[src/rtl/controller_v2.sv]
// rtl/controller_v2.sv - FETCH/DECODE/EXEC/HALT sequencer for the 8-bit accumulator core with run control and retire counter
// Optional single-step support is compiled in with `define CTRL_STEP_EN.
module controller_v2 #(
  parameter int RETIRE_W     = 16,
  parameter bit HALT_ON_RSVD = 1'b1
) (
  input  logic                clk,
  input  logic                CLB,
  input  logic [3:0]          op,
  input  logic                z,
  input  logic                c,
  input  logic                run_en,
  input  logic                resume,
  input  logic                step,
  output logic                LoadIR,
  output logic                IncPC,
  output logic                SelPC,
  output logic                LoadPC,
  output logic                LoadReg,
  output logic                LoadAcc,
  output logic [1:0]          SelAcc,
  output logic [3:0]          SelALU,
  output logic                halted,
  output logic [RETIRE_W-1:0] retired
);

  typedef enum logic [2:0] {
    S_RST    = 3'd0,
    S_FETCH  = 3'd1,
    S_DECODE = 3'd2,
    S_EXEC   = 3'd3,
    S_HALT   = 3'd4
  } state_t;

  state_t              state_q, state_d;
  logic                zf_q, zf_d;
  logic                cf_q, cf_d;
  logic [RETIRE_W-1:0] retired_q, retired_d;
  logic                go;

  // A fetch may start from normal running or from a single-step request while stalled.
`ifdef CTRL_STEP_EN
  assign go = run_en | step;
`else
  assign go = run_en | (step & 1'b0);
`endif

  always_ff @(posedge clk) begin
    if (!CLB) begin
      state_q   <= S_RST;
      zf_q      <= 1'b0;
      cf_q      <= 1'b0;
      retired_q <= '0;
    end else begin
      state_q   <= state_d;
      zf_q      <= zf_d;
      cf_q      <= cf_d;
      retired_q <= retired_d;
    end
  end

  always_comb begin
    state_d   = state_q;
    zf_d      = zf_q;
    cf_d      = cf_q;
    retired_d = retired_q;
    LoadIR    = 1'b0;
    IncPC     = 1'b0;
    SelPC     = 1'b0;
    LoadPC    = 1'b0;
    LoadReg   = 1'b0;
    LoadAcc   = 1'b0;
    SelAcc    = 2'd0;
    SelALU    = 4'd0;
    halted    = 1'b0;

    case (state_q)
      S_RST: state_d = S_FETCH;

      S_FETCH: begin
        if (go) begin
          LoadIR  = 1'b1;
          IncPC   = 1'b1;
          state_d = S_DECODE;
        end
      end

      S_DECODE: state_d = S_EXEC;

      S_EXEC: begin
        state_d   = S_FETCH;
        retired_d = retired_q + {{(RETIRE_W-1){1'b0}}, 1'b1};
        case (op)
          4'h1: begin
            LoadAcc = 1'b1;
            SelAcc  = 2'd0;
          end
          4'h2: begin
            LoadAcc = 1'b1;
            SelAcc  = 2'd1;
          end
          4'h3: LoadReg = 1'b1;
          4'h4, 4'h5, 4'h6, 4'h7, 4'h8, 4'h9: begin
            LoadAcc = 1'b1;
            SelAcc  = 2'd2;
            SelALU  = op - 4'd4;
            zf_d    = z;
            cf_d    = c;
          end
          4'hA: LoadPC = 1'b1;
          4'hB: begin
            LoadPC = 1'b1;
            SelPC  = 1'b1;
          end
          4'hC: LoadPC = zf_q;
          4'hD: LoadPC = cf_q;
          4'hE: begin
            if (HALT_ON_RSVD) state_d = S_HALT;
          end
          4'hF: state_d = S_HALT;
          default: ;
        endcase
      end

      // PC already points past the halting instruction, so resume simply refetches.
      S_HALT: begin
        halted = 1'b1;
        if (resume) state_d = S_FETCH;
      end

      default: state_d = S_RST;
    endcase
  end

  assign retired = retired_q;

endmodule
[config.mk]
export PLATFORM = sky130hd
export DESIGN_NAME = controller_v2
export DESIGN_NICKNAME = d
export VERILOG_FILES = /design/src/rtl/controller_v2.sv
export SDC_FILE = /design/constraint.sdc
export NUM_CORES = 1
export LEC_CHECK = 0
export CORE_MARGIN = 5
export CORE_UTILIZATION = 31
export CTS_BUF_LIST = sky130_fd_sc_hd__clkbuf_4
export DETAILED_ROUTE_END_ITERATION = 7
export GPL_ROUTABILITY_DRIVEN = 0
export PLACE_DENSITY = 0.56
export SYNTH_ARGS = -nofsm -noshare
export SYNTH_HDL_FRONTEND = slang
export SYNTH_SLANG_ARGS = --single-unit
[constraint.sdc]
create_clock -name clk -period 1.9 [get_ports clk]
set_input_delay 0.38 -clock clk [delete_from_list [all_inputs] [get_ports clk]]
set_output_delay 0.38 -clock clk [all_outputs]
set_load 0.02 [all_outputs]
==> results.py <==
metrics = {
    "status": {
        "status": "finished, final reports clean",
    },
    "logic_synthesis": {
        "synth.top_cell.area_share_pct": 36.4,
        "synth-seq-area-share_pct": 36.4,
        "avgSynthCellArea_um2": 8.37,
        "synthFlopType": "dfxtp_1",
        "synthTopCellsByCount": "dfxtp_1 (21), nor2_1 (17), nand2_1 (10)",
        "synthTopCellsByArea": "dfxtp_1 (36%), mux2i_1 (6.1%), nor2_1 (5.5%)",
        "syn_nets": 154,
        "yosysWarnings": 0,
        "synth_edf_count": 0,
        "postSynthCellCount": 138,
        "synth_top_area_cell": "dfxtp_1",
        "netlist_area_mm2": 0.00115,
        "async_flop_share_pct": 0,
        "ys_ff_latch": 21,
        "yosysMostFrequentCell": "dfxtp_1",
        "synth_cell_types": 37,
    },
    "floorplan": {
        "pin_count": 40,
        "die_y_um": 71.0,
        "rows": 22,
        "die_w_um": 71.0,
        "core-area_mm2": 0.00363,
        "dieArea_mm2": 0.00505,
        "start_util_pct": 31.8,
    },
    "cells_and_area": {
        "synthToLayoutAreaGrowth_pct": 48.8,
        "stdcell_area_mm2": 0.00172,
        "n_antenna_cell": 0,
        "stdcell_count": 245,
        "final_nets": 214,
        "layout-drive-gt1-share_pct": 23.4,
    },
    "min_path": {
        "min_path_cells": 2,
        "hold_end": "retired[15]",
        "worstHoldStart": "retired[15]",
        "hold_path_class": "reg -> reg",
    },
    "placement": {
        "dpl.hpwl_um": 2460,
        "port_buffers": 38,
        "dpl_cell_area_mm2": 0.00172,
        "dpl.cell_count": 239,
    },
    "setup_path": {
        "crit_path_end_kind": "primary output",
        "r2r-start": "state_q[2]",
        "critPathArrivalTime_ns": 1.45,
        "rr_endpoint": "retired[15]",
        "worstPathRequired_ns": 1.52,
        "reg2reg_depth": 5,
        "path_class": "in -> out",
        "worstPathMaxFanout": 6,
        "worst-r2r-setup-slack_ns": 0.15,
        "start_kind": "primary input",
    },
    "power": {
        "peakVddDrop_uv": 183,
        "power_density_mw_per_mm2": 462,
        "p_leak_nw": 0.741,
    },
    "timing": {
        "maxClockFrequency_mhz": 546,
        "tightest_slew_ns": 0.337,
        "max_slew_margin_pct": 77.3,
        "fin_crit_sh_pct": 96.5,
        "fin_skew_ns": 0.00178,
        "fin_crit_ns": 1.83,
        "setup_viol": 0,
        "rsz0062_at_grt": "false",
        "slew_violations": 0,
        "hold_viol": 0,
    },
    "routing": {
        "wl_per_cell_um": 12.4,
        "wirelength_um": 3050,
        "drtIter0Drc": 29,
        "ant_nets": 0,
        "drc": 0,
        "routed_via_density": 4.68,
        "via_count": 1147,
        "drt_pass1_iterations": 4,
    },
    "clocking": {
        "cts.sinks": 21,
        "clk_latency_ns": 0.31,
        "cts_root_buf": "clkbuf_4",
        "postCtsHoldBufs": 0,
        "clkSlewWorstSetupHoldPaths_ns": 0.11,
        "cts_buffer_depth": 2,
        "cts_buffers": 3,
        "cts_tree": "yes",
        "h-tree-depth": 1,
    },
    "global_route": {
        "grt_max_degree": 12,
        "grt_pass1_vias": 1128,
        "antenna_found_initial": 0,
        "grt_pass1_wl_um": 5000,
        "grt-ovfl-total": 0,
        "grt.total_usage_pct": 12.1,
    },
    "job": {
        "max_cap_violations": 0,
    },
}
per-layer routing:
metal / wire (um) / global-route usage, %
met2: 1520 / 21.2
met1: 1360 / 14.5
met5: 0 / 0
met4: 38 / 3.76
met3: 137 / 2.98
worst max path at each step:
stage / startpoint / to / cells past startpoint
after floorplan: op[2] / LoadAcc / 5
after global placement: op[2] / LoadAcc / 8
after detailed placement: op[2] / SelALU[0] / 8
after CTS: op[0] / LoadPC / 6
after global routing: op[2] / LoadAcc / 8
final: op[2] / LoadAcc / 8
cell usage in the layout, fill, tap and decap left out, types with 3 or more instances in the layout:
| master | n |
|---|---|
| buf_2 | 10 |
| or3_1 | 4 |
| nor3_1 | 5 |
| inv_1 | 7 |
| xor2_1 | 5 |
| nand2b_1 | 3 |
| buf_4 | 25 |
| clkbuf_4 | 4 |
| mux2i_1 | 7 |
| ha_1 | 4 |
| o21ai_0 | 4 |
| nand3_1 | 5 |
| nand2_1 | 10 |
| dfxtp_1 | 20 |
| xnor2_1 | 4 |
| clkdlybuf4s50_1 | 21 |
| dlygate4sd2_1 | 3 |
| nor2_1 | 17 |
| nor2b_1 | 3 |
| a21oi_1 | 7 |
where the power goes:
part	total (mW)	leakage, nW	internal (mW)	switching [mW]
Combinational	0.112	0.552	0.0587	0.0538
Sequential	0.448	0.170	0.445	0.00305
Clock	0.233	0.0184	0.0964	0.137
Total	0.794	0.741	0.600	0.194
final cells by class:
cell class              instances  area [um^2]
clock buffers                   4         30.0
fillers                       382         1920
inverters                       8         30.0
multi-input cells             103          679
flip-flops and latches         21          422
well taps                      48         60.1
repair buffers                 61          497
cells by family after synthesis:
| logic type | after synthesis | synth area share (%) |
|---|---|---|
| fa+ha+maj | 5 | 5.42 |
| flops | 21 | 36.4 |
| mux | 7 | 6.07 |
| simple gates | 65 | 31.2 |
| compound gates | 17 | 8.45 |
| xor+xnor | 9 | 6.83 |
| buf+inv | 14 | 5.63 |
registers in the layout (all words and copies together), names as in the netlist:
name and count:
retired 16, state_q 3, cf_q 1, zf_q 1
worst max-delay path: stages:
cell             delay (ns)
clkdlybuf4s15_1        0.21
inv_1                  0.07
ha_2                   0.18
nor2b_1                0.12
o21ai_1                0.14
buf_4                  0.15
nand2_1                0.05
buf_2                  0.15
stage by stage:
stage | power (mW) | setup TNS (ns) | hold WS, ns | setup WS [ns] | utilization, %
6_report | 0.794 | 0 | 0.487 | 0.0672 | 47.3
5_1_grt | 0.831 | 0 | 0.547 | 0.00102 | 47.3
4_1_cts | 0.808 | 0 | 0.490 | 0.0126 | 47.2
3_5_place_dp | 0.576 | -6.31 | 0.471 | -0.610 | 47.3
3_3_place_gp | 0.574 | -6.05 | 0.452 | -0.601 | 47.3
2_1_floorplan | 0.510 | 0 | 0.463 | 0.174 | -
what timing repair did:
item,4_1_cts,5_1_grt
pin swaps,0,1
resized for setup,52,8
buffers inserted,1,1
endpoints found under the setup margin,13,10
No activity file was read; power rests on OpenSTA's default activity.
